## config.mk

```make
export PLATFORM = sky130hd
export DESIGN_NAME = cache_maint_ctrl
export DESIGN_NICKNAME = d
export VERILOG_FILES = /design/src/rtl/cache_maint_ctrl.sv
export SDC_FILE = /design/constraint.sdc
export NUM_CORES = 1
export LEC_CHECK = 0
export BUFFER_PORTS_ARGS = -buffer_cell sky130_fd_sc_hd__buf_2
export CAP_MARGIN = 20
export CORE_ASPECT_RATIO = 1.75
export CORE_UTILIZATION = 23
export DETAILED_ROUTE_END_ITERATION = 10
export HOLD_SLACK_MARGIN = 0.1
export PLACE_DENSITY_LB_ADDON = 0.15
export SYNTH_ARGS = -nofsm -noshare
export SYNTH_HDL_FRONTEND = slang
export SYNTH_SLANG_ARGS = --single-unit
```

## constraint.sdc

```tcl
create_clock -name CLK -period 6 [get_ports CLK]
set_input_delay 0 -clock CLK [delete_from_list [all_inputs] [get_ports CLK]]
set_output_delay 0 -clock CLK [all_outputs]
set_load 0.03 [all_outputs]
```

## src/rtl/cache_maint_ctrl.sv

```systemverilog
// Clear/flush sequencer: fans one maintenance request out to the enabled caches,
// in parallel or in index order, and folds their completions into one done pulse.
module cache_maint_ctrl #(
    parameter int unsigned NUM_CACHES     = 2,
    parameter int unsigned SEQUENTIAL     = 0,
    parameter int unsigned TIMEOUT_CYCLES = 4096
) (
    input  logic                  CLK,
    input  logic                  RST,
    input  logic                  clear_req,
    input  logic                  flush_req,
    input  logic [NUM_CACHES-1:0] cache_en,
    output logic [NUM_CACHES-1:0] cache_clear,
    output logic [NUM_CACHES-1:0] cache_flush,
    input  logic [NUM_CACHES-1:0] cache_clear_done,
    input  logic [NUM_CACHES-1:0] cache_flush_done,
    output logic                  busy,
    output logic                  maint_done,
    output logic                  timeout_err
);

    localparam int unsigned NW = NUM_CACHES;
    localparam int unsigned IW = (NUM_CACHES > 1) ? $clog2(NUM_CACHES) : 1;
    localparam int unsigned TW = (TIMEOUT_CYCLES > 0) ? $clog2(TIMEOUT_CYCLES + 1) : 1;

    typedef enum logic [1:0] {IDLE, ISSUE, WAIT, DONE} state_t;

    state_t        state;
    logic          op_flush;
    logic          clear_pend;
    logic          flush_pend;
    logic          gap;
    logic [NW-1:0] en_mask;
    logic [NW-1:0] seen;
    logic [IW-1:0] idx;
    logic [TW-1:0] tcnt;

    logic          take;
    logic          take_flush;
    logic [NW-1:0] start_drive;
    logic [NW-1:0] done_vec;
    logic [NW-1:0] seen_nx;
    logic [NW-1:0] drive_nx;
    logic [NW-1:0] idx_bit;
    logic [IW-1:0] first_idx;
    logic [IW-1:0] next_idx;
    logic [IW-1:0] idx_nx;
    logic          next_vld;
    logic          gap_nx;
    logic          got;
    logic          all_done;
    logic          abort;

    // Completion tracking and next-cycle drive pattern for ISSUE/WAIT
    always_comb begin
        take        = clear_req | flush_req | clear_pend | flush_pend;
        take_flush  = flush_req | flush_pend;
        done_vec    = op_flush ? cache_flush_done : cache_clear_done;
        idx_bit     = NW'(1) << idx;
        first_idx   = '0;
        next_idx    = '0;
        next_vld    = 1'b0;
        for (int i = NUM_CACHES - 1; i >= 0; i--) begin
            if (cache_en[i]) first_idx = IW'(i);
            if (en_mask[i] && (i > int'(idx))) begin
                next_idx = IW'(i);
                next_vld = 1'b1;
            end
        end
        seen_nx  = seen;
        drive_nx = '0;
        got      = 1'b0;
        all_done = 1'b0;
        gap_nx   = 1'b0;
        idx_nx   = idx;
        if (SEQUENTIAL != 0) begin
            start_drive = (cache_en == '0) ? '0 : (NW'(1) << first_idx);
            if (en_mask == '0) begin
                all_done = 1'b1;
            end else if (gap) begin
                drive_nx = idx_bit;
            end else if (done_vec[idx]) begin
                // Current cache finished: one idle cycle, then the next enabled one
                got      = 1'b1;
                all_done = !next_vld;
                gap_nx   = next_vld;
                idx_nx   = next_vld ? next_idx : idx;
            end else begin
                drive_nx = idx_bit;
            end
        end else begin
            start_drive = cache_en;
            got         = |(done_vec & en_mask & ~seen);
            seen_nx     = seen | (done_vec & en_mask);
            all_done    = (seen_nx == en_mask);
            drive_nx    = en_mask & ~seen_nx;
        end
        abort = (state == WAIT) && (TIMEOUT_CYCLES != 0) && !got &&
                (tcnt == TW'(TIMEOUT_CYCLES - 1));
    end

    always_ff @(posedge CLK or posedge RST) begin
        if (RST) begin
            state       <= IDLE;
            op_flush    <= 1'b0;
            clear_pend  <= 1'b0;
            flush_pend  <= 1'b0;
            gap         <= 1'b0;
            en_mask     <= '0;
            seen        <= '0;
            idx         <= '0;
            tcnt        <= '0;
            cache_clear <= '0;
            cache_flush <= '0;
            busy        <= 1'b0;
            maint_done  <= 1'b0;
            timeout_err <= 1'b0;
        end else begin
            if (state != IDLE) begin
                if (clear_req) clear_pend <= 1'b1;
                if (flush_req) flush_pend <= 1'b1;
            end
            case (state)
                IDLE: begin
                    if (take) begin
                        // A flush also covers any clear, so both pending bits retire
                        state       <= ISSUE;
                        busy        <= 1'b1;
                        timeout_err <= 1'b0;
                        clear_pend  <= 1'b0;
                        flush_pend  <= 1'b0;
                        op_flush    <= take_flush;
                        en_mask     <= cache_en;
                        seen        <= '0;
                        idx         <= first_idx;
                        gap         <= 1'b0;
                        tcnt        <= '0;
                        cache_flush <= take_flush ? start_drive : '0;
                        cache_clear <= take_flush ? '0 : start_drive;
                    end
                end
                ISSUE, WAIT: begin
                    seen <= seen_nx;
                    idx  <= idx_nx;
                    gap  <= gap_nx;
                    if (all_done || abort) begin
                        state       <= DONE;
                        maint_done  <= 1'b1;
                        cache_clear <= '0;
                        cache_flush <= '0;
                        if (abort) timeout_err <= 1'b1;
                    end else begin
                        state       <= WAIT;
                        cache_flush <= op_flush ? drive_nx : '0;
                        cache_clear <= op_flush ? '0 : drive_nx;
                        tcnt        <= ((state == ISSUE) || got) ? '0 : tcnt + TW'(1);
                    end
                end
                DONE: begin
                    state      <= IDLE;
                    maint_done <= 1'b0;
                    busy       <= 1'b0;
                end
                default: state <= IDLE;
            endcase
        end
    end

endmodule

```

Yosys cells after proc, flatten, opt, wreduce, memory -nomap -nowiden:

Index checks and enable logic that the tools add are counted.

* register bits: 29
* output and inout port bits: 7
* logic and storage cells: 86

* add/sub/neg operators: 1
* equality and inequality tests: 9
* multiplexer cells: 36
* bitwise logic cells: 10
* reductions and logical operators: 18

Operator list (count)
* two-way mux 13 bit: 3
* case mux 13 bit (2 select lines): 1
* two-way mux 2 bit: 11
* two-way mux 1 bit: 14
* adder 13 x 1 -> 13 bit, second input constant: 1
* equality test 13 x 12 -> 1 bit, second input constant: 1
* case mux 2 bit (2 select lines): 3
* != test 2 bit, second input constant: 4
* AND reduction 2 bit: 4
* nonzero test 2 bit: 4
* AND 2 bit: 3
* case mux 1 bit (2 select lines): 3
* case mux 2 bit (3 select lines): 1
* equality test 2 bit, second input constant: 2
* inverter 2 bit: 2
* OR 1 bit: 4
* AND reduction 4 bit: 1
* OR reduction 2 bit: 2
* AND reduction 3 bit: 1
* equality test 2 x 1 -> 1 bit, second input constant: 1
* equality test 2 bit: 1
* logical AND 1 bit: 2
* logical NOT 2 bit: 1
* logical OR 1 bit: 2
* other kinds (2): 2

Depth between registers and ports, before layout:

* depth in word-level cells: 10
* mapped depth: 10

Worst setup path before layout:

No wires, ideal clock.

* kind: reg2reg
* from: register op_flush
* to: register tcnt[5]
* library setup time: 104 ps
* data arrival time: 2096 ps
* required time: 5896 ps
* setup slack: 3801 ps
* stages on the path, launching flop included: 11
* buffers on the path: 2
* cells stage by stage: dfrtp_1 buf_6 mux2i_1 nor2b_1 nor2_1 ha_1 nand3_1 o211ai_4 or2_1 buf_6 o41ai_2

* word-level cells in the longest chain between the ends: 10
* elaborated cells between the ends (all ways): 16
* classes of those cells: eq/ne: 2; mux: 4; bitwise: 3; reduce/logical: 7

Ends and longest elaborated chain
* start: declaration: RTL line 29 `logic op_flush;`
* start signal: assignment: RTL line 132 `op_flush <= take_flush;`
* two-way mux 2 bit *: RTL line 58 `done_vec = op_flush ? cache_flush_done : cache_clear_done;`
* AND 2 bit *: RTL line 93, 94
* AND 2 bit: RTL line 93 `got = |(done_vec & en_mask & ~seen);`
* OR reduction 2 bit: RTL line 93
* logical NOT 1 bit: RTL line 98 `abort = (state == WAIT) && (TIMEOUT_CYCLES != 0) && !got &&`
* logical AND 1 bit (2 in series): RTL line 98
* logical OR 1 bit: RTL line 146 `if (all_done || abort) begin`
* != test 2 bit (no source line)
* AND reduction 3 bit (no source line)
* end signal: assignment: RTL line 156 `tcnt <= ((state == ISSUE) || got) ? '0 : tcnt + TW'(1);`
* end: declaration: RTL line 36 `logic [TW-1:0] tcnt;`

Every way passes the cells marked *; elsewhere a longest branch is shown, timed or not. The select of a mux whose other input is x is not followed.
A chain may end at the register's enable or synchronous reset.

Worst setup path in the final report:

* from: register state[1]
* to: register tcnt[5]

* word-level cells in the longest chain between the ends: 6
* elaborated cells between the ends (all ways): 15
* classes of those cells: eq/ne: 4; mux: 3; reduce/logical: 8

Ends and longest elaborated chain
* start: declaration: RTL line 28 `state_t state;`
* start signal: assignment: RTL line 104 `state <= IDLE;`
* start signal: assignment: RTL line 127 `state <= ISSUE;`
* start signal: assignment: RTL line 147 `state <= DONE;`
* equality test 2 bit: RTL line 98, 123
* logical AND 1 bit (2 in series): RTL line 98
* logical OR 1 bit: RTL line 146
* != test 2 bit (no source line)
* AND reduction 3 bit (no source line)

Parallel ways exist; a longest one is shown, timed or not. The select of a mux whose other input is x is not followed.

==> flow_results.org <==
** Die
- From bottom edge to top edge, the die measures 116 um.
- Overall die area :: about 7800 um^2
- Boundary Pins :: 17
- Core box area :: approximately 7200 um^2
- Row count :: a little over 40
- Horiz. Die Dim :: about 67 um
- Once the floorplan was initialized, standard cells occupied a little under a quarter of the core.

** Layout
- Fillers :: between 700 and 800
- Fraction of layout instances using a drive strength above 1 :: around 22%
- Highest-count cells in the layout ignoring fill and taps :: sky130_fd_sc_hd__dfrtp_1 (29), sky130_fd_sc_hd__nor2_1 (20), sky130_fd_sc_hd__buf_2 (16), sky130_fd_sc_hd__o21ai_0 (15), sky130_fd_sc_hd__nand2_1 (13)
- Share of the core filled with cells :: around 29%
- Leaving out fill and tap cells, the most frequent cell in the layout is sky130_fd_sc_hd__dfrtp_1.
- After the last flow step, the layout net total stands at between 200 and 250.
- The number of antenna diodes in the final layout is 0.
- Synth-to-layout area growth :: 20.4%

** Drt
- Final Routed Wirelength :: around 4.4 mm
- The detailed router placed ~1,400 vias in this run.
- Number of design-rule violations left by the first detailed-router iteration :: 38
- Number of iterations in the first detailed-routing pass :: 4
- Vias per std cell :: a little under 5
- Average detailed-routed wire length per instance :: around 15 um
- Number of antenna-violating nets in the routed design :: 0
- After detailed routing, the number of remaining DRC violations is 0.

** STA
- Dividing the final minimum period by the clock period gives between 40% and 50%.
- Timing-limited maximum frequency :: 361 MHz
- The max-slew violation count was 0.
- Worst Skew :: around 2.8 ps
- Transition time at the pin with the least slew margin :: 581 ps
- Setup TNS Final :: 0 ps
- Setup violations remaining at the end of the flow were counted as 0.
- Setup repair after global routing left no endpoint under its margin.
- Number of failing hold endpoints at the final stage :: 0
- Relative max-transition margin :: between 60% and 70%
- Shortest period the worst path allows :: 2770 ps

** GRT
- The number of antenna violations at the first check in global routing came to 0.
- Wire length of the first global-routing pass :: between 7 and 8 mm
- Summed over all layers, the global routing overflow is 0.
- Via count of the first global-routing pass :: 1,495
- GRT Resource Usage Total :: between 10% and 20%
- Largest net degree at the start of global routing :: 30

** Critical path
- Data on the critical path is required at its endpoint by between 6000 and 7000 ps.
- The critical path starts at state[1].
- Following the worst setup path forward leads to its endpoint at tcnt[5].
- Worst reg2reg path depth :: 7
- Endpoint arrival time on the critical path :: 2920 ps
- The worst setup path is launched from a register.
- Reg-to-Reg Start :: state[1]
- Crit Reg-Reg Endpoint :: tcnt[5]
- R2R Setup Slk :: between 3000 and 4000 ps
- Type of the setup path with the least slack :: reg2reg
- Critical Path End Type :: register
- CP Max Fanout :: 18

** Outcome
- The run finished with clean final reports.

** Place
- Summed over all nets, the half-perimeter wirelength after detailed placement is ~3.3 mm.
- During placement, the flow inserted port buffers numbering 16.
- The congestion estimate from routability-driven global placement came to 0.723.

** Yosys
- Yosys warnings :: 0
- The number of nets in the synthesized netlist is 190.
- Most used flip-flop cell after synthesis :: sky130_fd_sc_hd__dfrtp_1
- A synthesized cell averages approximately 9.9 um^2.
- In this run, synthesis inferred 0 flip-flops with an integrated enable.
- In this run, synthesis produced a sequential element count of 29.
- After synthesis the cells add up to around 1700 um^2.
- The netlist uses 48 different library cells.
- In the synthesized netlist the async set-or-reset flop fraction comes to 100%.
- Synthesized instance count :: ~170
- Fraction of the yosys area taken by sequential cells :: 42.2%

** Clock network
- Number of instances resized during post-cts repair :: 0
- The longest clock path from root to sink contains 2 buffers.
- Worst-Skew Late Latency :: 280 ps
- TritonCTS built the clock tree.
- Number of sinks handled by clock tree synthesis :: 29
- The number of setup buffers added after CTS is 0.
- Buffer cell driving the clock tree root :: sky130_fd_sc_hd__clkbuf_16
- Buffers inserted to repair hold after CTS numbered 6.
- Buffers inserted during clock tree synthesis total 5.
- Clock-pin slew was measured on the worst setup and hold paths at 50 ps.
- The H-tree was split into 2 levels.

** Worst hold path
- Counting instances, the worst hold path has a depth of 5.
- Class of the worst hold path :: in2reg

** Power
- Power share of the combinational group :: between 50% and 60%
- Summed over all nets, the switching power comes to approximately 0.00056 W.
- Static leakage power :: 0.874 nW
- Of the total power, the share spent switching nets is ~46%.
- Clock network fraction of total power :: 20.5%
- The internal power of the cells totals 0.000657 W.
- P per Cell Area :: approximately 600 nW/um^2
- Sequential share of power :: about a quarter
- VDD sags by at most 0.000257 V.

** Job
- Max-capacitance violation count :: 0
==> area by class of cell <==
class,instances,area (um^2),area share (%)
clock buffer,7,143,6.89
inverter,6,22.5,1.09
multi-input combinational,132,916,44.3
sequential,29,726,35.1
tap,86,108,5.20
timing repair buffer,24,155,7.50
==> routing by layer <==
layer | up-vias | share of wire, % | global-route usage, %
li1 | 696 | - | -
met1 | 661 | 37 | 12.8
met2 | 23 | 57 | 24.9
met3 | 10 | 2.7 | 2.83
met4 | 0 | 3.2 | 7.94
met5 | - | 0 | 0
==> registers in the layout (all words and copies together), names as in the netlist <==
name / cells
tcnt: 13
cache_clear: 2
busy: 1
clear_pend: 1
flush_pend: 1
timeout_err: 1
state: 2
cache_flush: 2
op_flush: 1
seen: 2
en_mask: 2
maint_done: 1
==> cell families (layout without fill, tap and decap cells) <==
kind of cell / Yosys count / after routing / share of synthesized area, %
adder cells (fa/ha/maj): 7 / 7 / 5.09
AND/OR/NAND/NOR: 65 / 65 / 19.7
multiplexers: 7 / 7 / 4.29
buffers and inverters: 12 / 37 / 4.51
flip-flops: 29 / 29 / 42.2
AO/OA/AOI/OAI: 53 / 53 / 24.2
==> synth_stat cells, drive strengths merged (2+ instances only) <==
cell type	count	share of area (%)
a211oi	2	0.87
a21oi	9	2.6
a22o	2	1.1
a31oi	5	1.8
and3	2	0.73
buf	3	2.0
clkbuf	3	1.2
dfrtp	29	42
ha	7	5.1
inv	6	1.3
mux2	3	2.0
mux2i	4	2.3
nand2	14	3.2
nand3	6	2.0
nand4	5	1.8
nand4b	2	1.0
nor2	20	4.4
nor2b	4	1.5
nor3	2	0.58
nor4	2	0.73
o21ai	17	5.2
o21bai	2	0.87
o31ai	4	2.9
o41ai	3	2.4
or2b	2	0.95
or4	2	1.1
==> worst min-delay path by stage <==
| stage | to | startpoint | slack [ps] |
|---|---|---|---|
| finish | seen[1] | cache_clear_done[1] | 320 |
| global route | tcnt[4] | RST | 410 |
| CTS | seen[1] | cache_clear_done[1] | 340 |
| detailed placement | tcnt[4] | RST | 110 |
| global placement | tcnt[4] | RST | 100 |
| floorplan | busy | RST | 80 |
==> power by group through the flow <==
stage	clock network [W]	registers (W)	logic, W
2_1_floorplan	0	0.000332	0.000508
3_3_place_gp	0	0.000313	0.000652
3_5_place_dp	0	0.000312	0.000655
4_1_cts	0.000257	0.000309	0.000669
5_1_grt	0.000264	0.000316	0.000743
6_report	0.000248	0.000308	0.000656
==> worst max-delay path, cell delays in order, from the launching register on <==
cell                       delay, ps
sky130_fd_sc_hd__dfrtp_1         370
sky130_fd_sc_hd__inv_1            90
sky130_fd_sc_hd__ha_1            620
sky130_fd_sc_hd__nand3b_1        120
sky130_fd_sc_hd__or4_4           460
sky130_fd_sc_hd__o211ai_4        410
sky130_fd_sc_hd__or2_1           440
sky130_fd_sc_hd__o41ai_2         120
==> through the flow <==
step           cells  hold WS [ps]  setup WS, ps  power [W]  area [um^2]
2_1_floorplan    173          78.1          3800   0.000840         1720
3_3_place_gp     271           104          3280   0.000965         1870
3_5_place_dp     271           108          3220   0.000968         1870
4_1_cts          284           339          3200    0.00124         2070
5_1_grt          284           406          3050    0.00132         2070
6_report         284           325          3230    0.00121         2070
(Power assumes the default switching activity.)
